===== config.mk =====
export PLATFORM = sky130hd
export DESIGN_NAME = rf_wb_arbiter
export DESIGN_NICKNAME = d
export VERILOG_FILES = /design/src/rtl/rf_wb_arbiter.sv
export SDC_FILE = /design/constraint.sdc
export NUM_CORES = 1
export LEC_CHECK = 0
export CORE_ASPECT_RATIO = 0.8
export CORE_MARGIN = 2
export CORE_UTILIZATION = 53
export CTS_CLUSTER_DIAMETER = 30
export DETAILED_ROUTE_END_ITERATION = 12
export PLACE_DENSITY = 0.74
export SLEW_MARGIN = 0
export SYNTH_ARGS = -nofsm -noshare
export SYNTH_HDL_FRONTEND = slang
export SYNTH_SLANG_ARGS = --single-unit
export TNS_END_PERCENT = 10

===== constraint.sdc =====
create_clock -name clk -period 2.4 [get_ports clk]
set_input_delay 0.72 -clock clk [delete_from_list [all_inputs] [get_ports clk]]
set_output_delay 0.72 -clock clk [all_outputs]
set_load 0.05 [all_outputs]

===== src/rtl/rf_wb_arbiter.sv =====
// rf_wb_arbiter
//   Writeback-side producer for the register-file write port. ALU and LSU
//   results arrive over valid/ready channels. Each source is buffered in its
//   own DEPTH-entry FIFO. A round-robin arbiter drains the FIFO heads into
//   registered rf_we/rf_waddr/rf_wdata outputs, at most one write per cycle.
//   Results targeting x0 are accepted and then dropped.
//
//   Optional feature macro: RF_WB_PENDING_EN
//     When defined, the pending_mask output is added. It has one bit per
//     architectural register and marks every register that still has a
//     write outstanding in this block.
//
//   Widths come from `WORD_WIDTH and `RF_ADDR_WIDTH. Both have local
//   defaults when the surrounding build has not defined them.

`ifndef WORD_WIDTH
`define WORD_WIDTH 32
`endif
`ifndef RF_ADDR_WIDTH
`define RF_ADDR_WIDTH 5
`endif

module rf_wb_arbiter #(
  parameter int DEPTH = 4
) (
  input  logic                      clk,
  input  logic                      rst,
  input  logic                      alu_valid,
  output logic                      alu_ready,
  input  logic [`RF_ADDR_WIDTH-1:0] alu_rd,
  input  logic [`WORD_WIDTH-1:0]    alu_data,
  input  logic                      lsu_valid,
  output logic                      lsu_ready,
  input  logic [`RF_ADDR_WIDTH-1:0] lsu_rd,
  input  logic [`WORD_WIDTH-1:0]    lsu_data,
  output logic                      rf_we,
  output logic [`RF_ADDR_WIDTH-1:0] rf_waddr,
  output logic [`WORD_WIDTH-1:0]    rf_wdata,
  output logic                      idle
`ifdef RF_WB_PENDING_EN
  ,
  output logic [(1<<`RF_ADDR_WIDTH)-1:0] pending_mask
`endif
);

  localparam int RW = `RF_ADDR_WIDTH;
  localparam int WW = `WORD_WIDTH;
  localparam int AW = $clog2(DEPTH);
  localparam int PW = AW + 1;
  localparam logic [PW-1:0] PTR_ONE = {{AW{1'b0}}, 1'b1};

  // ------------------------------------------------------------------
  // Per-source FIFO storage and pointers.
  // The extra pointer MSB tells "full" apart from "empty" when the low
  // bits are equal, so all DEPTH slots are usable.
  // ------------------------------------------------------------------
  logic [RW-1:0] alu_rd_mem_r   [DEPTH];
  logic [WW-1:0] alu_data_mem_r [DEPTH];
  logic [RW-1:0] lsu_rd_mem_r   [DEPTH];
  logic [WW-1:0] lsu_data_mem_r [DEPTH];

  logic [PW-1:0] alu_wptr_r;
  logic [PW-1:0] alu_rptr_r;
  logic [PW-1:0] lsu_wptr_r;
  logic [PW-1:0] lsu_rptr_r;

  logic          alu_full_s;
  logic          alu_empty_s;
  logic          lsu_full_s;
  logic          lsu_empty_s;
  logic          alu_push_s;
  logic          lsu_push_s;

  // Arbitration state: rr_lsu_r = 1 means the LSU wins the next dual grant.
  logic          rr_lsu_r;
  logic          alu_grant_s;
  logic          lsu_grant_s;
  logic          rr_toggle_s;
  logic [RW-1:0] head_rd_s;
  logic [WW-1:0] head_data_s;

  // Registered write-port state.
  logic          rf_we_r;
  logic [RW-1:0] rf_waddr_r;
  logic [WW-1:0] rf_wdata_r;

  assign alu_empty_s = (alu_wptr_r == alu_rptr_r);
  assign lsu_empty_s = (lsu_wptr_r == lsu_rptr_r);
  assign alu_full_s  = (alu_wptr_r[AW-1:0] == alu_rptr_r[AW-1:0]) &&
                       (alu_wptr_r[AW] != alu_rptr_r[AW]);
  assign lsu_full_s  = (lsu_wptr_r[AW-1:0] == lsu_rptr_r[AW-1:0]) &&
                       (lsu_wptr_r[AW] != lsu_rptr_r[AW]);

  // Ready depends only on occupancy. A pop in the same cycle does not
  // free a slot for an incoming push.
  assign alu_ready = !alu_full_s;
  assign lsu_ready = !lsu_full_s;

  // A handshake with rd == x0 completes without touching the FIFO.
  assign alu_push_s = alu_valid && !alu_full_s && (alu_rd != {RW{1'b0}});
  assign lsu_push_s = lsu_valid && !lsu_full_s && (lsu_rd != {RW{1'b0}});

  // ALU FIFO payload write: storage needs no reset, validity lives in the pointers.
  always_ff @(posedge clk) begin
    if (alu_push_s) begin
      alu_rd_mem_r[alu_wptr_r[AW-1:0]]   <= alu_rd;
      alu_data_mem_r[alu_wptr_r[AW-1:0]] <= alu_data;
    end
  end

  // LSU FIFO payload write: storage needs no reset, validity lives in the pointers.
  always_ff @(posedge clk) begin
    if (lsu_push_s) begin
      lsu_rd_mem_r[lsu_wptr_r[AW-1:0]]   <= lsu_rd;
      lsu_data_mem_r[lsu_wptr_r[AW-1:0]] <= lsu_data;
    end
  end

  // FIFO pointer update: push advances wptr and grant advances rptr; wrap is modulo 2*DEPTH.
  always_ff @(posedge clk) begin
    if (rst) begin
      alu_wptr_r <= {PW{1'b0}};
      alu_rptr_r <= {PW{1'b0}};
      lsu_wptr_r <= {PW{1'b0}};
      lsu_rptr_r <= {PW{1'b0}};
    end else begin
      if (alu_push_s) begin
        alu_wptr_r <= alu_wptr_r + PTR_ONE;
      end
      if (alu_grant_s) begin
        alu_rptr_r <= alu_rptr_r + PTR_ONE;
      end
      if (lsu_push_s) begin
        lsu_wptr_r <= lsu_wptr_r + PTR_ONE;
      end
      if (lsu_grant_s) begin
        lsu_rptr_r <= lsu_rptr_r + PTR_ONE;
      end
    end
  end

  // Round-robin grant: a single non-empty FIFO wins outright; a tie goes to the rr pointer.
  always_comb begin
    alu_grant_s = 1'b0;
    lsu_grant_s = 1'b0;
    rr_toggle_s = 1'b0;
    if (!alu_empty_s && !lsu_empty_s) begin
      rr_toggle_s = 1'b1;
      if (rr_lsu_r) begin
        lsu_grant_s = 1'b1;
      end else begin
        alu_grant_s = 1'b1;
      end
    end else if (!alu_empty_s) begin
      alu_grant_s = 1'b1;
    end else if (!lsu_empty_s) begin
      lsu_grant_s = 1'b1;
    end else begin
      alu_grant_s = 1'b0;
      lsu_grant_s = 1'b0;
    end
  end

  // Head-of-line selection for the granted source.
  always_comb begin
    head_rd_s   = {RW{1'b0}};
    head_data_s = {WW{1'b0}};
    if (lsu_grant_s) begin
      head_rd_s   = lsu_rd_mem_r[lsu_rptr_r[AW-1:0]];
      head_data_s = lsu_data_mem_r[lsu_rptr_r[AW-1:0]];
    end else if (alu_grant_s) begin
      head_rd_s   = alu_rd_mem_r[alu_rptr_r[AW-1:0]];
      head_data_s = alu_data_mem_r[alu_rptr_r[AW-1:0]];
    end else begin
      head_rd_s   = {RW{1'b0}};
      head_data_s = {WW{1'b0}};
    end
  end

  // Write-port register: a grant loads the head; otherwise we drops and addr/data hold.
  always_ff @(posedge clk) begin
    if (rst) begin
      rf_we_r    <= 1'b0;
      rf_waddr_r <= {RW{1'b0}};
      rf_wdata_r <= {WW{1'b0}};
    end else if (alu_grant_s || lsu_grant_s) begin
      rf_we_r    <= 1'b1;
      rf_waddr_r <= head_rd_s;
      rf_wdata_r <= head_data_s;
    end else begin
      rf_we_r    <= 1'b0;
    end
  end

  // Round-robin pointer: starts LSU-first and flips only when both sources contend.
  always_ff @(posedge clk) begin
    if (rst) begin
      rr_lsu_r <= 1'b1;
    end else if (rr_toggle_s) begin
      rr_lsu_r <= !rr_lsu_r;
    end else begin
      rr_lsu_r <= rr_lsu_r;
    end
  end

  assign rf_we    = rf_we_r;
  assign rf_waddr = rf_waddr_r;
  assign rf_wdata = rf_wdata_r;
  assign idle     = alu_empty_s && lsu_empty_s && !rf_we_r;

`ifdef RF_WB_PENDING_EN
  localparam int REGS = 1 << RW;

  logic [PW-1:0]   alu_count_s;
  logic [PW-1:0]   lsu_count_s;
  logic [AW-1:0]   alu_slot_s;
  logic [AW-1:0]   lsu_slot_s;
  logic [REGS-1:0] pend_s;

  assign alu_count_s = alu_wptr_r - alu_rptr_r;
  assign lsu_count_s = lsu_wptr_r - lsu_rptr_r;

  // Pending mask: OR together every live FIFO entry and the in-flight write; x0 is never pending.
  always_comb begin
    pend_s     = {REGS{1'b0}};
    alu_slot_s = {AW{1'b0}};
    lsu_slot_s = {AW{1'b0}};
    for (int k = 0; k < DEPTH; k++) begin
      alu_slot_s = alu_rptr_r[AW-1:0] + AW'(k);
      lsu_slot_s = lsu_rptr_r[AW-1:0] + AW'(k);
      pend_s[alu_rd_mem_r[alu_slot_s]] = pend_s[alu_rd_mem_r[alu_slot_s]] |
                                         (PW'(k) < alu_count_s);
      pend_s[lsu_rd_mem_r[lsu_slot_s]] = pend_s[lsu_rd_mem_r[lsu_slot_s]] |
                                         (PW'(k) < lsu_count_s);
    end
    pend_s[rf_waddr_r] = pend_s[rf_waddr_r] | rf_we_r;
    pend_s[0]          = 1'b0;
  end

  assign pending_mask = pend_s;
`endif

endmodule

==> run_results.csv <==
group,metric,value,unit
outcome,status,"complete, but fails checks",
outcome,violations,"negative setup slack",
critical_path,critical_path.max_fanout,3,
global_route,antenna_found_initial,1,
yosys,ys_async_sr_fraction,0,%
clock_tree,cts.sinks,351,
global_route,grt_pass1_vias,7733,
power_and_ir_drop,p_int,14600,uW
drt,drtIter0Drc,585,
power_and_ir_drop,combPwrFrac,25.7,%
drt,via_per_inst,5.82,
global_route,overflow,0,
min_path,hp-class,"flip-flop to flip-flop",
power_and_ir_drop,peakVddDrop,0.00100,V
yosys,syn_inst,714,
yosys,synth_most_common_cell,"edfxtp_1",
floorplanning,ios,119,
yosys,yosysTopAreaCell,"edfxtp_1",
power_and_ir_drop,switchingPower,6470,uW
cells_and_area,fillCellCount,1548,
yosys,synth_area,13500,um2
critical_path,crit_start,"alu_wptr_r[2]$_SDFFE_PP0N_",
critical_path,worst-path-buf-inv,1,
critical_path,cp.required,1680,ps
critical_path,r2r-start,"alu_wptr_r[0]$_SDFFE_PP0N_",
power_and_ir_drop,leakage,0.00616,uW
timing,worst_slew_pin_slew,605,ps
drt,drt-wirelength-per-cell,22.9,um
placement,dp_slack,-220,ps
global_route,track_usage,22.0,%
cells_and_area,final_cells,1266,
timing,slew_headroom,59.6,%
drt,wl,29000,um
yosys,synth_ff_type,"edfxtp_1",
placement,dp.cells,1160,
floorplanning,initial_core_util,53.6,%
timing,fin_crit_sh,101,%
critical_path,cp-end-kind,"primary output",
critical_path,slowest_delay,370,ps
power_and_ir_drop,p_seq_share,36.5,%
power_and_ir_drop,p_per_area,1190,nW/um2
drt,ant_nets,0,
clock_tree,numCtsBuffers,50,
timing,finClkSkew,18.2,ps
power_and_ir_drop,sw_frac_of_total,30.8,%
power_and_ir_drop,power_frac_clock,37.8,%
timing,fmax,414,MHz
power_and_ir_drop,p_total,21000,uW
floorplanning,fp.dieH,147,um
critical_path,crit_family,"simple AND/OR/NAND/NOR gates",
cells_and_area,drive_gt1_share,29.0,%
timing,setup_violations,1,
clock_tree,clk_latency,560,ps
timing,period_needed,2420,ps
yosys,syn_area_per_cell,18.9,um2
critical_path,crit_type,"flip-flop to primary output",
min_path,min_from,"alu_rptr_r[1]$_SDFFE_PP0P_",
drt,num_vias,7370,
placement,portBuffers,118,
clock_tree,cts_buffer_depth,3,
critical_path,cp_cell_sequence,"xnor2_4, nand3_2, nor3_4, buf_12",
placement,place_hpwl,18000,um
timing,rsz0062_at_grt,"yes",
drt,drc_errors,0,
floorplanning,coreArea,25200,um2
cells_and_area,finalNetCount,988,
cells_and_area,syn2layout_area_growth,30.3,%
yosys,yosys_warnings,0,
cells_and_area,antenna_cells,0,
cells_and_area,multi_input_area,3300,um2
placement,gp_congestion,0.864,
clock_tree,clkTransAtPathRegs,60,ps
timing,setup_ws,-18.1,ps
timing,hold_viol,0,
clock_tree,ctsHtreeMaxLevel,2,
clock_tree,root_buffer,"clkbuf_16",
global_route,grt_max_degree,43,
critical_path,critPathLaunchType,"flip-flop",
floorplanning,die_area,26800,um2
yosys,seq_area_frac_synth,74.0,%
yosys,synth_common_cells,"296 x edfxtp_1, 74 x mux4_2, 55 x dfxtp_1, 41 x inv_1, 39 x nor3_1",
timing,final_max_slew_viol_count,0,
floorplanning,die_w,182,um
yosys,ys_seq_elements,351,
flow_run,drv_cap,0,
drt,drtPass1Iterations,5,
floorplanning,num_rows,52,
cells_and_area,seqCellArea,10000,um2
yosys,synth_cell_type_count,37,
yosys,synth_edf_count,296,
yosys,synth_nets,802,
critical_path,critPathArrivalTime,1700,ps
critical_path,critPathSlowestCell,"dfxtp_4",
yosys,yosys.area.top_type_share,65.8,%
global_route,grt_pass1_wl,44000,um
clock_tree,tritoncts,"built",
yosys,synthTopCellsByArea,"edfxtp_1 66%, mux4_2 12%, dfxtp_1 8.2%",
flip-flops by register name (all words and copies together) (netlist names), named ones only:
register,cells
alu_rptr_r,3
lsu_wptr_r,3
alu_wptr_r,3
alu_rd_mem_r,20
rr_lsu_r,1
lsu_rptr_r,3
lsu_data_mem_r,128
rf_we,1
rf_wdata,32
lsu_rd_mem_r,20
alu_data_mem_r,128
rf_waddr,5
cell usage in the layout (no fill, tap or decap), types with 3 or more instances in the layout:
cell type	instances
o21ai_0	8
nand3_1	4
edfxtp_1	296
nor2_1	8
inv_1	41
nor3_4	3
clkdlybuf4s50_1	77
o31ai_1	38
dfxtp_2	8
clkinvlp_4	5
clkbuf_1	3
buf_4	40
dlygate4sd2_1	37
a211oi_1	37
mux2i_1	3
bufinv_16	10
clkinv_4	3
clkinv_1	4
nand2_1	4
buf_12	22
a21oi_1	8
clkinv_2	5
inv_6	7
nor3_1	37
dfxtp_4	6
clkbuf_8	4
xnor2_4	4
ha_1	10
clkbuf_16	53
nor2b_1	5
xor2_2	4
mux4_2	74
and3_2	6
dfxtp_1	41
cells by family after synthesis:
kind of cell	after synthesis	synth area share, %
buffers and inverters	86	2.77
adder cells (fa/ha/maj)	10	0.927
multiplexers	83	13.1
XOR/XNOR	12	0.834
flip-flops	351	74.0
AND/OR/NAND/NOR	77	3.20
AO/OA/AOI/OAI	95	5.16
worst reg2reg max path: stages, from the launching register on:
cell      delay [ps]
dfxtp_4          390
xnor2_4          160
nand3_2          120
buf_4            120
buf_4            410
a21boi_4         370
buf_4            310
a211oi_1         150
path summary, 6_finish.rpt:
path,end,slack (ps),depth (start not counted)
worst max-delay path,idle,-20,4
worst min-delay path,alu_rptr_r[1]$_SDFFE_PP0P_,560,2
worst min register to register,alu_rptr_r[1]$_SDFFE_PP0P_,560,2
worst max register to register,rf_wdata[21]$_SDFFE_PP0P_,240,7
layer usage:
layer  vias to the layer above  share of wire (%)  GRT usage, %
met1                      3753                 41          29.2
met2                       295                 50          36.5
met3                        51                7.4          5.33
li1                       3269                  -             -
met5                         -              0.045             0
met4                         2                2.4          7.02
power by group through the flow:
| stage | Sequential [uW] | Combinational, uW | Clock, uW |
|---|---|---|---|
| after floorplan | 8450 | 2820 | 0 |
| after global placement | 7690 | 5260 | 0 |
| after detailed placement | 7730 | 5410 | 0 |
| after CTS | 7640 | 5350 | 8060 |
| after global routing | 7710 | 5720 | 8340 |
| final | 7670 | 5410 | 7950 |
area by class of cell:
| type | count | share of cell area, % |
|---|---|---|
| clock inverters | 34 | 2.72 |
| multi-input cells | 277 | 18.7 |
| repair buffers | 176 | 10.4 |
| well taps | 324 | 2.30 |
| clock buffers | 60 | 7.91 |
| inverters | 44 | 0.939 |
| flip-flops and latches | 351 | 57.0 |
repair_timing:
| item | CTS | global route |
|---|---|---|
| setup buffers | 3 | 9 |
| endpoints found under the setup margin | 40 | 3 |
| resized for setup | 59 | 11 |
| hold buffers | 0 | 0 |
| pin swaps | 2 | 6 |
| hold endpoints to repair | 0 | 0 |
| gates cloned | 0 | 0 |
through the flow:
stage	util, %	hold WS (ps)	setup TNS, ps	area [um2]
after floorplan	-	502	0	13500
after global placement	61.7	523	-50210	15500
after detailed placement	61.7	558	-57480	15500
after CTS	69.4	548	-76.0	17500
after global routing	69.9	590	-165	17600
final	69.9	560	-18.1	17600
Note: power is estimated with default switching activity, not from simulation.
